$ cat src/rtl/cronometro_contador.sv
// Stopwatch time base: divides clk into 0.1 s ticks and counts tenths (0-9) and seconds (0..SEG_MAX) in binary.
// Define CRONOMETRO_VOLTA_EN to add the btn_volta lap-hold feature.
module cronometro_contador #(
    parameter int unsigned DIV_DECIMO = 5000000,
    parameter int unsigned SEG_MAX    = 999
) (
    input  logic       clk,
    input  logic       reset,
    input  logic       btn_inicia_para,
    input  logic       btn_zera,
`ifdef CRONOMETRO_VOLTA_EN
    input  logic       btn_volta,
`endif
    output logic [9:0] cont_seg,
    output logic [3:0] cont_dec,
    output logic       rodando,
    output logic       estouro
);
    localparam int unsigned SW = 10;
    localparam int unsigned DW = 4;
    localparam int unsigned PW = (DIV_DECIMO > 1) ? $clog2(DIV_DECIMO) : 1;

    typedef enum logic {
        PARADO   = 1'b0,
        CONTANDO = 1'b1
    } state_t;

    state_t        state_q, state_d;
    logic [PW-1:0] presc_q, presc_d;
    logic [SW-1:0] seg_q, seg_d, out_seg_d;
    logic [DW-1:0] dec_q, dec_d, out_dec_d;
    logic          ip_q, z_q;
    logic          pulso_ip, pulso_z, tick, wrap;

`ifdef CRONOMETRO_VOLTA_EN
    logic          volta_q, pulso_volta;
    logic          hold_q, hold_d;
    logic [SW-1:0] snap_seg_q, snap_seg_d;
    logic [DW-1:0] snap_dec_q, snap_dec_d;
`endif

    // Next-state, prescaler and counter logic
    always_comb begin
        state_d   = state_q;
        presc_d   = presc_q;
        seg_d     = seg_q;
        dec_d     = dec_q;
        wrap      = 1'b0;
        pulso_ip  = btn_inicia_para & ~ip_q;
        pulso_z   = btn_zera & ~z_q;
        tick      = (state_q == CONTANDO) && (presc_q == PW'(DIV_DECIMO - 1));

        if (pulso_ip) begin
            if (state_q == PARADO) state_d = CONTANDO;
            else                   state_d = PARADO;
        end

        // Prescaler holds in PARADO so a pause keeps the partial tenth
        if (state_q == CONTANDO) begin
            if (tick) presc_d = '0;
            else      presc_d = presc_q + PW'(1);
        end

        if (tick) begin
            if (dec_q == DW'(9)) begin
                dec_d = '0;
                if (seg_q == SW'(SEG_MAX)) begin
                    seg_d = '0;
                    wrap  = 1'b1;
                end else begin
                    seg_d = seg_q + SW'(1);
                end
            end else begin
                dec_d = dec_q + DW'(1);
            end
        end

        // Clear discards any tick in the same cycle
        if (pulso_z) begin
            seg_d   = '0;
            dec_d   = '0;
            presc_d = '0;
            wrap    = 1'b0;
        end

`ifdef CRONOMETRO_VOLTA_EN
        pulso_volta = btn_volta & ~volta_q;
        hold_d      = hold_q;
        snap_seg_d  = snap_seg_q;
        snap_dec_d  = snap_dec_q;
        if (pulso_volta) begin
            hold_d = ~hold_q;
            if (!hold_q) begin
                snap_seg_d = seg_q;
                snap_dec_d = dec_q;
            end
        end
        if (pulso_z) hold_d = 1'b0;
        out_seg_d = hold_d ? snap_seg_d : seg_d;
        out_dec_d = hold_d ? snap_dec_d : dec_d;
`else
        out_seg_d = seg_d;
        out_dec_d = dec_d;
`endif
    end

    // State, counters, edge-detect and output registers
    always_ff @(posedge clk) begin
        if (reset) begin
            state_q  <= PARADO;
            presc_q  <= '0;
            seg_q    <= '0;
            dec_q    <= '0;
            ip_q     <= 1'b0;
            z_q      <= 1'b0;
            cont_seg <= '0;
            cont_dec <= '0;
            rodando  <= 1'b0;
            estouro  <= 1'b0;
        end else begin
            state_q  <= state_d;
            presc_q  <= presc_d;
            seg_q    <= seg_d;
            dec_q    <= dec_d;
            ip_q     <= btn_inicia_para;
            z_q      <= btn_zera;
            cont_seg <= out_seg_d;
            cont_dec <= out_dec_d;
            rodando  <= (state_d == CONTANDO);
            estouro  <= wrap;
        end
    end

`ifdef CRONOMETRO_VOLTA_EN
    // Lap-hold flag and snapshot of the displayed counts
    always_ff @(posedge clk) begin
        if (reset) begin
            volta_q    <= 1'b0;
            hold_q     <= 1'b0;
            snap_seg_q <= '0;
            snap_dec_q <= '0;
        end else begin
            volta_q    <= btn_volta;
            hold_q     <= hold_d;
            snap_seg_q <= snap_seg_d;
            snap_dec_q <= snap_dec_d;
        end
    end
`endif

endmodule

$ cat config.mk
export PLATFORM = sky130hd
export DESIGN_NAME = cronometro_contador
export DESIGN_NICKNAME = d
export VERILOG_FILES = /design/src/rtl/cronometro_contador.sv
export SDC_FILE = /design/constraint.sdc
export NUM_CORES = 1
export LEC_CHECK = 0
export BUFFER_PORTS_ARGS = -buffer_cell sky130_fd_sc_hd__buf_2
export CORE_MARGIN = 2
export CORE_UTILIZATION = 58
export DETAILED_ROUTE_END_ITERATION = 6
export PLACE_DENSITY = 0.82
export SETUP_SLACK_MARGIN = 0.15
export SYNTH_ARGS = -nofsm -noshare
export SYNTH_HDL_FRONTEND = slang
export SYNTH_SLANG_ARGS = --single-unit
$ cat constraint.sdc
create_clock -name clk -period 2.6 [get_ports clk]
set_input_delay 0.52 -clock clk [delete_from_list [all_inputs] [get_ports clk]]
set_output_delay 0.52 -clock clk [all_outputs]
set_load 0.01 [all_outputs]
== Word level (Yosys, flattened, before mapping) ==
Index checks and enable logic that the tools add are counted.

* Add/subtract/negate cells: 3
* Equal/unequal tests: 3
* Multiplexer cells: 5
* Bitwise logic cells: 6
* Reduce and logical (&&, ||, !) cells: 4

{| class="wikitable"
|+ Operators with widths
! cell !! count
|-
| $add 23x1->23 const B || 1
|-
| $eq 23x23->1 const B || 1
|-
| $mux 23 || 1
|-
| $add 10x1->10 const B || 1
|-
| $eq 10x10->1 const B || 1
|-
| $mux 10 || 1
|-
| $add 4x1->4 const B || 1
|-
| $eq 4x4->1 const B || 1
|-
| $mux 4 || 1
|-
| $not 1->1 || 4
|-
| $reduce_or 4->1 || 1
|-
| $and 1x1->1 || 2
|-
| $mux 1 || 2
|-
| $reduce_and 2->1 || 1
|-
| $reduce_or 2->1 || 1
|-
| $logic_and 1x1->1 || 1
|}

* Register bits after elaboration: 41
* Bits of input ports: 4
* Output and inout bits: 16
* Logic and storage cells: 28

== Longest topological paths before layout ==
Gate-level depths: netlist (run 1).

* Depth in word-level cells: 4
* Depth in mapped cells: 7
* Gate-level depth less buffers: 6

== Least setup slack after synthesis (run 1) ==
Ideal clock, no wire load.

* Kind: register to register
* From: register presc_q[0]
* To: register seg_q[5]
* Library setup time: 70 ps
* Arrival time: 1,925 ps
* Setup slack: 605 ps
* Cell stages (with the launch flop): 7
* Path buffers: 0
* Cell sequence: dfxtp_1 ha_1 nand3_1 nor4_4 nand4_4 or4_1 a21oi_1

* Longest elaborated chain between the ends: 3

{| class="wikitable"
|+ Ends and longest elaborated chain
! item !! RTL line !! RTL
|-
| from (decl) || 29 || <nowiki>logic [PW-1:0] presc_q, presc_d;</nowiki>
|-
| from (signal assigned) || 122 || <nowiki>presc_q <= presc_d;</nowiki>
|-
| $eq 23x23->1 || 51 || <nowiki>tick = (state_q == CONTANDO) && (presc_q == PW'(DIV_DECIMO - 1));</nowiki>
|-
| $logic_and 1x1->1 || 51 ||
|-
| $reduce_and 2->1 (no source line) || -- ||
|-
| to (signal assigned) || 123 || <nowiki>seg_q <= seg_d;</nowiki>
|-
| to (decl) || 30 || <nowiki>logic [SW-1:0] seg_q, seg_d, out_seg_d;</nowiki>
|}

No other way between the ends.
A chain may end at the register's enable or synchronous reset.

== Worst setup path in the final report (run 1) ==
* From: register presc_q[14]
* To: register seg_q[9]

Same word-level chain as after synthesis.

==> Flow_metrics.wiki, run 1 <==
{| class="wikitable"
! Metric !! Value
|-
| Run status || completed
|-
| Total power divided by cell area || 442 mW/mm2
|-
| Shortest clock period the worst path allows after layout || 2.20 ns
|-
| Starting density of the core || 59.8%
|-
| Insertion delay to the later sink of the worst-skew pair || 0.34 ns
|-
| H-tree levels || 2
|-
| Half-perimeter wire length of the detailed placement result || 2640 um
|-
| Core Area || 0.00331 mm2
|-
| Final Setup Violations || 0
|-
| CTS tree || yes
|-
| Layout cell share with drive strength beyond 1 || a little under a fifth
|-
| Number of max-cap violations || 0
|-
| Total number of vias || 1656
|-
| Share of the synthesized area in compound gates (AO/OA/AOI/OAI) || 8.28%
|-
| Share of synthesized cell area in full adder, half adder and majority cells || 1.26%
|-
| Primary FF master, synth || sky130_fd_sc_hd__dfxtp_1
|-
| Final hold violations || 0
|-
| Final nets || 257
|-
| Clock tree skew after final layout || 0.00969 ns
|-
| Netlist cell types || 47
|-
| Global-route wire length before repair || 6550 um
|-
| CP Buf/Inv Count || 0
|-
| Total detailed-routing wirelength || roughly 3700 um
|-
| Dominant delay contributor by cell family on the critical path || simple AND/OR/NAND/NOR gates
|-
| Least setup slack across all paths after layout || 0.400 ns
|-
| Instance count after placement with tap cells included || 290
|-
| Critical path launch point type || flip-flop
|-
| Number of flops mapped to enable cells by yosys || 0
|-
| Largest net degree at the start of global routing || 19
|-
| IO Pins || 20
|-
| Number of standard cells in the layout, taps in and fillers out || 298
|-
| Post-synthesis share of cell area spent on and, or, nand and nor gates || about a third
|-
| Leakage power || 0.797 nW
|-
| Layout area overhead || 10.6%
|-
| Number of buffers created by CTS || 5
|-
| Combined area of the multi-input logic cells || 0.00110 mm2
|-
| Slew @ Worst Pin || 0.340 ns
|-
| Kind of critical path || reg2reg
|-
| DIE WIDTH || 62.4 um
|-
| Root buffer cell || sky130_fd_sc_hd__clkbuf_4
|-
| Placement-stage worst setup slack || 0.421 ns
|-
| Overall overflow remaining after global route || 0
|-
| Maximum clock insertion buffer count || 2
|-
| Xor-xnor portion of the synthesized cell area || between 10% and 20%
|-
| Share of flip-flops with an asynchronous set or reset || 0%
|-
| RSZ-0062 raised after global routing || no
|-
| Standard-cell row count || 21
|-
| Cell area after technology mapping || ~0.002 mm2
|-
| Critical path startpoint || presc_q[14]
|-
| Postcts setup bufs || 0
|-
| Via/cell ratio || 5.56
|-
| Number of design-rule violations left by the first detailed-router iteration || 107
|-
| Avg WL per Cell || 12.5 um
|-
| Final number of max-transition violations || 0
|-
| Total negative setup slack || 0 ns
|-
| Largest stage delay on the critical path || approximately 0.56 ns
|-
| Critical-path cell with the highest stage delay || sky130_fd_sc_hd__or4bb_1
|-
| Critical path required time || 2.88 ns
|-
| Sink Count || 41
|-
| Routability congestion estimate from global placement || approximately 0.78
|-
| DRT antenna net count || 0
|-
| Main combinational cell family by area after synthesis || simple AND/OR/NAND/NOR gates
|-
| Clock transition time at the flip-flop clock pins of the worst setup and hold paths || 0.11 ns
|-
| Reg-to-reg startpoint || presc_q[14]
|-
| Resized cells post-CTS || 0
|-
| Mux contribution to synthesized area || 0.505%
|-
| Number of iterations in the first detailed-routing pass || 4
|-
| Syn Inst Count || 224
|-
| Avg Inst Size Synth || 8.84 um2
|-
| Critical-path maximum fanout || 18
|-
| Hold-fix buffers, CTS || 0
|-
| Register bit count reported by yosys || between 40 and 50
|-
| Arrival time at the worst endpoint || 2.48 ns
|-
| Synthesis Warnings || 0
|-
| Period utilisation layout || 84.6%
|-
| Tightest Hold Check Type || in2reg
|-
| Number of global-route vias before repair || about 1500
|-
| Maximum clock rate || 455 MHz
|-
| Syn Nets || 230
|-
| Endpoint kind of the worst setup timing path || flip-flop
|-
| Die footprint || 0.00390 mm2
|-
| Antenna diodes || 0
|-
| Hold Path Origin || reset
|-
| Number of port buffers || 19
|-
| Share of the yosys chip area belonging to registers || 41.4%
|-
| Height of the chip || 62.4 um
|-
| Utilization after layout || 66.2%
|-
| Initial antenna violation count || 0
|-
| Sequence of cells on the critical path || or4bb_1, nor3_4, nand4_4, or4b_1, a21oi_1
|-
| Overall fraction of global-route tracks in use || a little over a fifth
|-
| DRC Markers || 0
|-
| Max-slew headroom || 77.1%
|-
| Maximum VDD drop || about 360 uV
|-
| Fillers || 292
|-
| Sequential cell area || around 800 um2
|}
-- report_power, final --
group | internal [mW] | switching, mW
registers | 0.632 | 0.00274
logic | 0.0150 | 0.0227
clock network | 0.108 | 0.189
-- Yosys cell counts, types with 2 or more instances --
master	n	area [um2]
sky130_fd_sc_hd__or3_2	2	15.0
sky130_fd_sc_hd__nor2b_1	5	31.3
sky130_fd_sc_hd__or4_1	3	22.5
sky130_fd_sc_hd__dfxtp_1	41	821
sky130_fd_sc_hd__nor3_1	3	15.0
sky130_fd_sc_hd__nand3_1	12	60.1
sky130_fd_sc_hd__nand4_1	12	75.1
sky130_fd_sc_hd__ha_1	2	25.0
sky130_fd_sc_hd__a31oi_1	2	12.5
sky130_fd_sc_hd__and3_1	2	12.5
sky130_fd_sc_hd__clkbuf_1	2	7.51
sky130_fd_sc_hd__nand2_1	17	63.8
sky130_fd_sc_hd__xnor2_1	5	43.8
sky130_fd_sc_hd__xor2_1	19	166
sky130_fd_sc_hd__inv_1	3	11.3
sky130_fd_sc_hd__o21ai_0	8	40.0
sky130_fd_sc_hd__nor4_1	3	18.8
sky130_fd_sc_hd__nor2_1	34	128
sky130_fd_sc_hd__a21oi_1	15	75.1
sky130_fd_sc_hd__and4_1	2	17.5
sky130_fd_sc_hd__and2b_2	2	17.5
sky130_fd_sc_hd__or3_1	5	31.3
-- cell families after synthesis --
group,count (synthesis)
xor gates and xnor gates,24
buffers and inverters,9
AOI/OAI and AO/OA,29
and+or+nand+nor,118
adders and majority gates,2
muxes,1
DFF,41
-- cells in the final DEF, fill, tap and decap left out, types with 7 or more instances in the layout --
| cell | Yosys | routed |
|---|---|---|
| sky130_fd_sc_hd__nor2_1 | 34 | 34 |
| sky130_fd_sc_hd__dfxtp_1 | 41 | 41 |
| sky130_fd_sc_hd__nand2_1 | 17 | 17 |
| sky130_fd_sc_hd__nand3_1 | 12 | 12 |
| sky130_fd_sc_hd__buf_2 | 1 | 19 |
| sky130_fd_sc_hd__xor2_1 | 19 | 19 |
| sky130_fd_sc_hd__o21ai_0 | 8 | 8 |
| sky130_fd_sc_hd__buf_4 | 1 | 7 |
| sky130_fd_sc_hd__a21oi_1 | 15 | 15 |
| sky130_fd_sc_hd__nand4_1 | 12 | 12 |
-- sequential cells by signal (all words and copies together), names as in the netlist --
register,cells
z_q,1
seg_q,10
estouro,1
dec_q,4
presc_q,23
ip_q,1
state_q,1
-- layout make-up --
| class | count | share of cell area (%) |
|---|---|---|
| multi-input cells | 174 | 50.4 |
| flip-flops and latches | 41 | 37.5 |
| repair buffers | 26 | 6.74 |
| well taps | 46 | 2.63 |
| clock buffers | 8 | 2.23 |
| inverters | 3 | 0.514 |
-- final timing paths --
path | to | cells past startpoint | slack, ns
min | state_q | 2 | 0.39
max | seg_q[9] | 5 | 0.40
min reg2reg | seg_q[1] | 2 | 0.50
max reg2reg | seg_q[9] | 5 | 0.40
-- through the flow --
stage	hold slack, ns	total power, mW	cell area [um2]
finish	0.386	0.969	2190
global route	0.381	1.01	2190
CTS	0.373	0.983	2190
detailed placement	0.484	0.687	2140
global placement	0.477	0.687	2140
floorplan	0.462	0.677	1980
-- layer usage --
layer  vias to the layer above  global-route usage [%]  part of all wire (%)
li1                        858                       -                     -
met1                       767                    26.5                    48
met2                        26                    34.1                    47
met3                         5                    5.95                   3.5
met4                         0                    7.78                   1.1
met5                         -                       0                     0
-- worst reg2reg max path: stages (launching register included) --
cell and delay (ns):
sky130_fd_sc_hd__dfxtp_1 0.39, sky130_fd_sc_hd__or4bb_1 0.56, sky130_fd_sc_hd__nor3_4 0.26, sky130_fd_sc_hd__nand4_4 0.25
sky130_fd_sc_hd__or4b_1 0.53, sky130_fd_sc_hd__a21oi_1 0.16
(Power assumes the default switching activity.)
==> run 2: changes to the inputs <==
==> constraint.sdc (replaced) <==
create_clock -name clk -period 2.2 [get_ports clk]
set_input_delay 0.44 -clock clk [delete_from_list [all_inputs] [get_ports clk]]
set_output_delay 0.44 -clock clk [all_outputs]
set_load 0.01 [all_outputs]
==> run 2 against run 1 <==
Effect of this change: via count is 8.3% higher; global-route usage rose by 1.9 points; routed wire length up 16%; first-iteration DRC count rose by 48%; register-to-register slack lost 0.30 ns; power increased by 30%; setup slack got worse by 0.30 ns; clock skew is 0.0076 ns higher; non-clock buffer count rose by 22; final area is 13% higher.
==> Flow_metrics.wiki, run 2 (synthesis gave the netlist of run 1 again) <==
{| class="wikitable"
! Metric !! Value
|-
| Run status || completed (unchanged)
|-
| Design internal power || 997 uW (was 755 uW)
|-
| Sequential fraction of design power || 59.4% (was 65.5%)
|-
| Hold-fix buffers, CTS || 0 (unchanged)
|-
| Standard-cell row count || 21 (unchanged)
|-
| Shortest clock period the worst path allows after layout || 2.10 ns (was 2.20 ns)
|-
| Global-route wire length before repair || 7310 um (was 6550 um)
|-
| Maximum VDD drop || 429 uV (was 364 uV)
|-
| Maximum clock rate || 476 MHz (was 455 MHz)
|-
| Avg WL per Cell || 13.4 um (was 12.5 um)
|-
| Part of the power in the clock network || 36.8% (was 30.6%)
|-
| Registers with the highest flip-flop counts || presc_q (23), seg_q (10), dec_q (4) (unchanged)
|-
| Sequence of cells on the critical path || or4bb_4, nor3_4, buf_4, buf_6, nand3_2, or3_1, a21oi_1 (was or4bb_1, nor3_4, nand4_4, or4b_1, a21oi_1)
|-
| DRT antenna net count || 0 (unchanged)
|-
| Number of global-route vias before repair || 1683 (was 1507)
|-
| CTS tree || yes (unchanged)
|-
| Reg-to-reg startpoint || presc_q[14] (unchanged)
|-
| Clock tree skew after final layout || 0.0173 ns (was 0.00969 ns)
|-
| Final nets || 280 (was 257)
|-
| Most frequent cells in the layout || sky130_fd_sc_hd__dfxtp_1, sky130_fd_sc_hd__nor2_1, sky130_fd_sc_hd__buf_4, sky130_fd_sc_hd__xor2_1, sky130_fd_sc_hd__buf_2 (was sky130_fd_sc_hd__dfxtp_1, sky130_fd_sc_hd__nor2_1, sky130_fd_sc_hd__xor2_1, sky130_fd_sc_hd__buf_2, sky130_fd_sc_hd__nand2_1)
|-
| Layout cell share with drive strength beyond 1 || 31.4% (was 18.3%)
|-
| Tightest Hold Check Type || in2reg (unchanged)
|-
| Initial antenna violation count || 0 (unchanged)
|-
| Endpoint kind of the worst setup timing path || flip-flop (unchanged)
|-
| Starting density of the core || 59.8% (unchanged)
|-
| Clock transition time at the flip-flop clock pins of the worst setup and hold paths || 0.11 ns (about the same)
|-
| Total number of vias || 1794 (was 1656)
|-
| Sink Count || 41 (unchanged)
|-
| Placement-stage worst setup slack || 0.0690 ns (was 0.421 ns)
|-
| Period utilisation layout || 95.5% (was 84.6%)
|-
| Sequential cell area || 831 um2 (was 821 um2)
|-
| DRC Markers || 0 (unchanged)
|-
| Final Setup Violations || 0 (unchanged)
|-
| Number of max-cap violations || 0 (unchanged)
|-
| Max-slew headroom || 72.8% (was 77.1%)
|-
| Largest net degree at the start of global routing || 17 (was 19)
|-
| Overall fraction of global-route tracks in use || 22.9% (was 21.0%)
|-
| Cell depth of the worst flop-to-flop path || 7 (was 5)
|-
| Total net switching power || 264 uW (was 214 uW)
|-
| Number of port buffers || 19 (unchanged)
|-
| Setup slack, reg-to-reg || 0.1 ns (was 0.40 ns)
|-
| Number of flip-flops under the largest register name || 23 (unchanged)
|-
| Critical-path cell with the highest stage delay || sky130_fd_sc_hd__or4bb_4 (was sky130_fd_sc_hd__or4bb_1)
|-
| Number of iterations in the first detailed-routing pass || 5 (was 4)
|-
| RSZ-0062 raised after global routing || yes (was no)
|-
| Largest register by flop count || presc_q (unchanged)
|-
| Net Sw Frac || 20.9% (was 22.1%)
|-
| DIE WIDTH || 62.4 um (unchanged)
|-
| Endpoint of the worst hold-timing path || state_q (unchanged)
|-
| Antenna diodes || 0 (unchanged)
|-
| Final hold violations || 0 (unchanged)
|-
| Number of stages on the worst hold path || 2 (unchanged)
|-
| Half-perimeter wire length of the detailed placement result || 2610 um (was 2640 um)
|-
| Fillers || 251 (was 292)
|-
| IO Pins || 20 (unchanged)
|-
| Arrival time at the worst endpoint || 2.39 ns (was 2.48 ns)
|-
| Total negative setup slack || 0 ns (unchanged)
|-
| Number of buffers created by CTS || 5 (unchanged)
|-
| Number of design-rule violations left by the first detailed-router iteration || 158 (was 107)
|-
| Die footprint || 0.00390 mm2 (unchanged)
|-
| Largest stage delay on the critical path || 0.56 ns (about the same)
|-
| Core Area || 0.00331 mm2 (unchanged)
|-
| Leakage power || 0.953 nW (was 0.797 nW)
|-
| Critical-path maximum fanout || 4 (was 18)
|-
| Kind of critical path || reg2reg (unchanged)
|-
| Via/cell ratio || 5.61 (was 5.56)
|-
| Design Power || 1.26 mW (was 969 uW)
|-
| Hold Path Origin || reset (unchanged)
|-
| Layout area overhead || 24.9% (was 10.6%)
|-
| Height of the chip || 62.4 um (unchanged)
|-
| Endpoint of the most critical register-to-register path || dec_q[1] (was seg_q[9])
|-
| Insertion delay to the later sink of the worst-skew pair || 0.36 ns (was 0.34 ns)
|-
| Total detailed-routing wirelength || 4290 um (was 3710 um)
|-
| Least setup slack across all paths after layout || 0.0997 ns (was 0.400 ns)
|-
| H-tree levels || 2 (unchanged)
|-
| Most common cell after layout, fill and taps aside || sky130_fd_sc_hd__dfxtp_1 (unchanged)
|-
| Critical path required time || 2.49 ns (was 2.88 ns)
|-
| Root buffer cell || sky130_fd_sc_hd__clkbuf_4 (unchanged)
|-
| Combined area of the multi-input logic cells || 0.00118 mm2 (was 0.00110 mm2)
|-
| Overall overflow remaining after global route || 0 (unchanged)
|-
| Power share of the combinational group || 3.8% (was 3.9%)
|-
| Slew @ Worst Pin || 0.408 ns (was 0.340 ns)
|-
| Final number of max-transition violations || 0 (unchanged)
|-
| Total power divided by cell area || 510 mW/mm2 (was 442 mW/mm2)
|-
| Maximum clock insertion buffer count || 2 (unchanged)
|-
| Routability congestion estimate from global placement || 0.878 (was 0.785)
|-
| Critical path launch point type || flip-flop (unchanged)
|}
[run 2: routing by layer]
metal / part of all wire [%] / GRT usage [%]
met4: 1.5 / 7.22
met2: 50 / 38.3
met3: 4.2 / 5.59
met5: 0 / 0
met1: 44 / 29.1
[run 2: how the worst max path moves through the flow]
| stage | start | to | slack (ns) | cells past startpoint |
|---|---|---|---|---|
| 2_1_floorplan | presc_q[0] | seg_q[5] | 0.20 | 6 |
| 3_3_place_gp | presc_q[20] | seg_q[3] | 0.11 | 5 |
| 3_5_place_dp | presc_q[20] | seg_q[3] | 0.07 | 5 |
| 4_1_cts | presc_q[20] | seg_q[2] | 0.1 | 6 |
| 5_1_grt | presc_q[21] | seg_q[9] | 0.02 | 6 |
| 6_report | presc_q[14] | dec_q[1] | 0.1 | 7 |
[run 2: area by class of cell]
class / count / area share, %
inverters: 3 / 0.455
well taps: 46 / 2.33
multi-input cells: 175 / 47.6
clock buffers: 5 / 1.52
clock inverters: 2 / 1.42
flip-flops and latches: 41 / 33.6
repair buffers: 48 / 13.1
[run 2: timing repair]
| item | CTS | global route |
|---|---|---|
| cloned | 1 | 0 |
| pin swaps | 3 | 14 |
| resized for setup | 2 | 25 |
| setup buffers | 6 | 7 |
| setup endpoints to repair | 28 | 32 |
| hold endpoints to repair | 0 | 0 |
[run 2: power by group through the flow]
stage,registers [mW],clock network [mW],logic (mW)
detailed placement,0.767,0,0.0472
finish,0.749,0.464,0.0482
global route,0.750,0.505,0.0545
global placement,0.767,0,0.0464
floorplan,0.768,0,0.0320
CTS,0.750,0.478,0.0474
[run 2: stage by stage]
stage	hold WS [ns]	instance area (um2)	instances	util [%]
4_1_cts	0.285	2340	313	70.8
2_1_floorplan	0.462	1980	224	-
6_report	0.297	2470	320	74.7
5_1_grt	0.306	2470	320	74.7
3_5_place_dp	0.481	2210	299	66.7
3_3_place_gp	0.472	2210	299	66.7
[run 2: critical path: cells and delay by family (launching register included)]
family,cells,cell delay (ns)
and+or+nand+nor,4,1.29
DFF,1,0.36
AOI/OAI and AO/OA,1,0.13
buffers and inverters,2,0.27
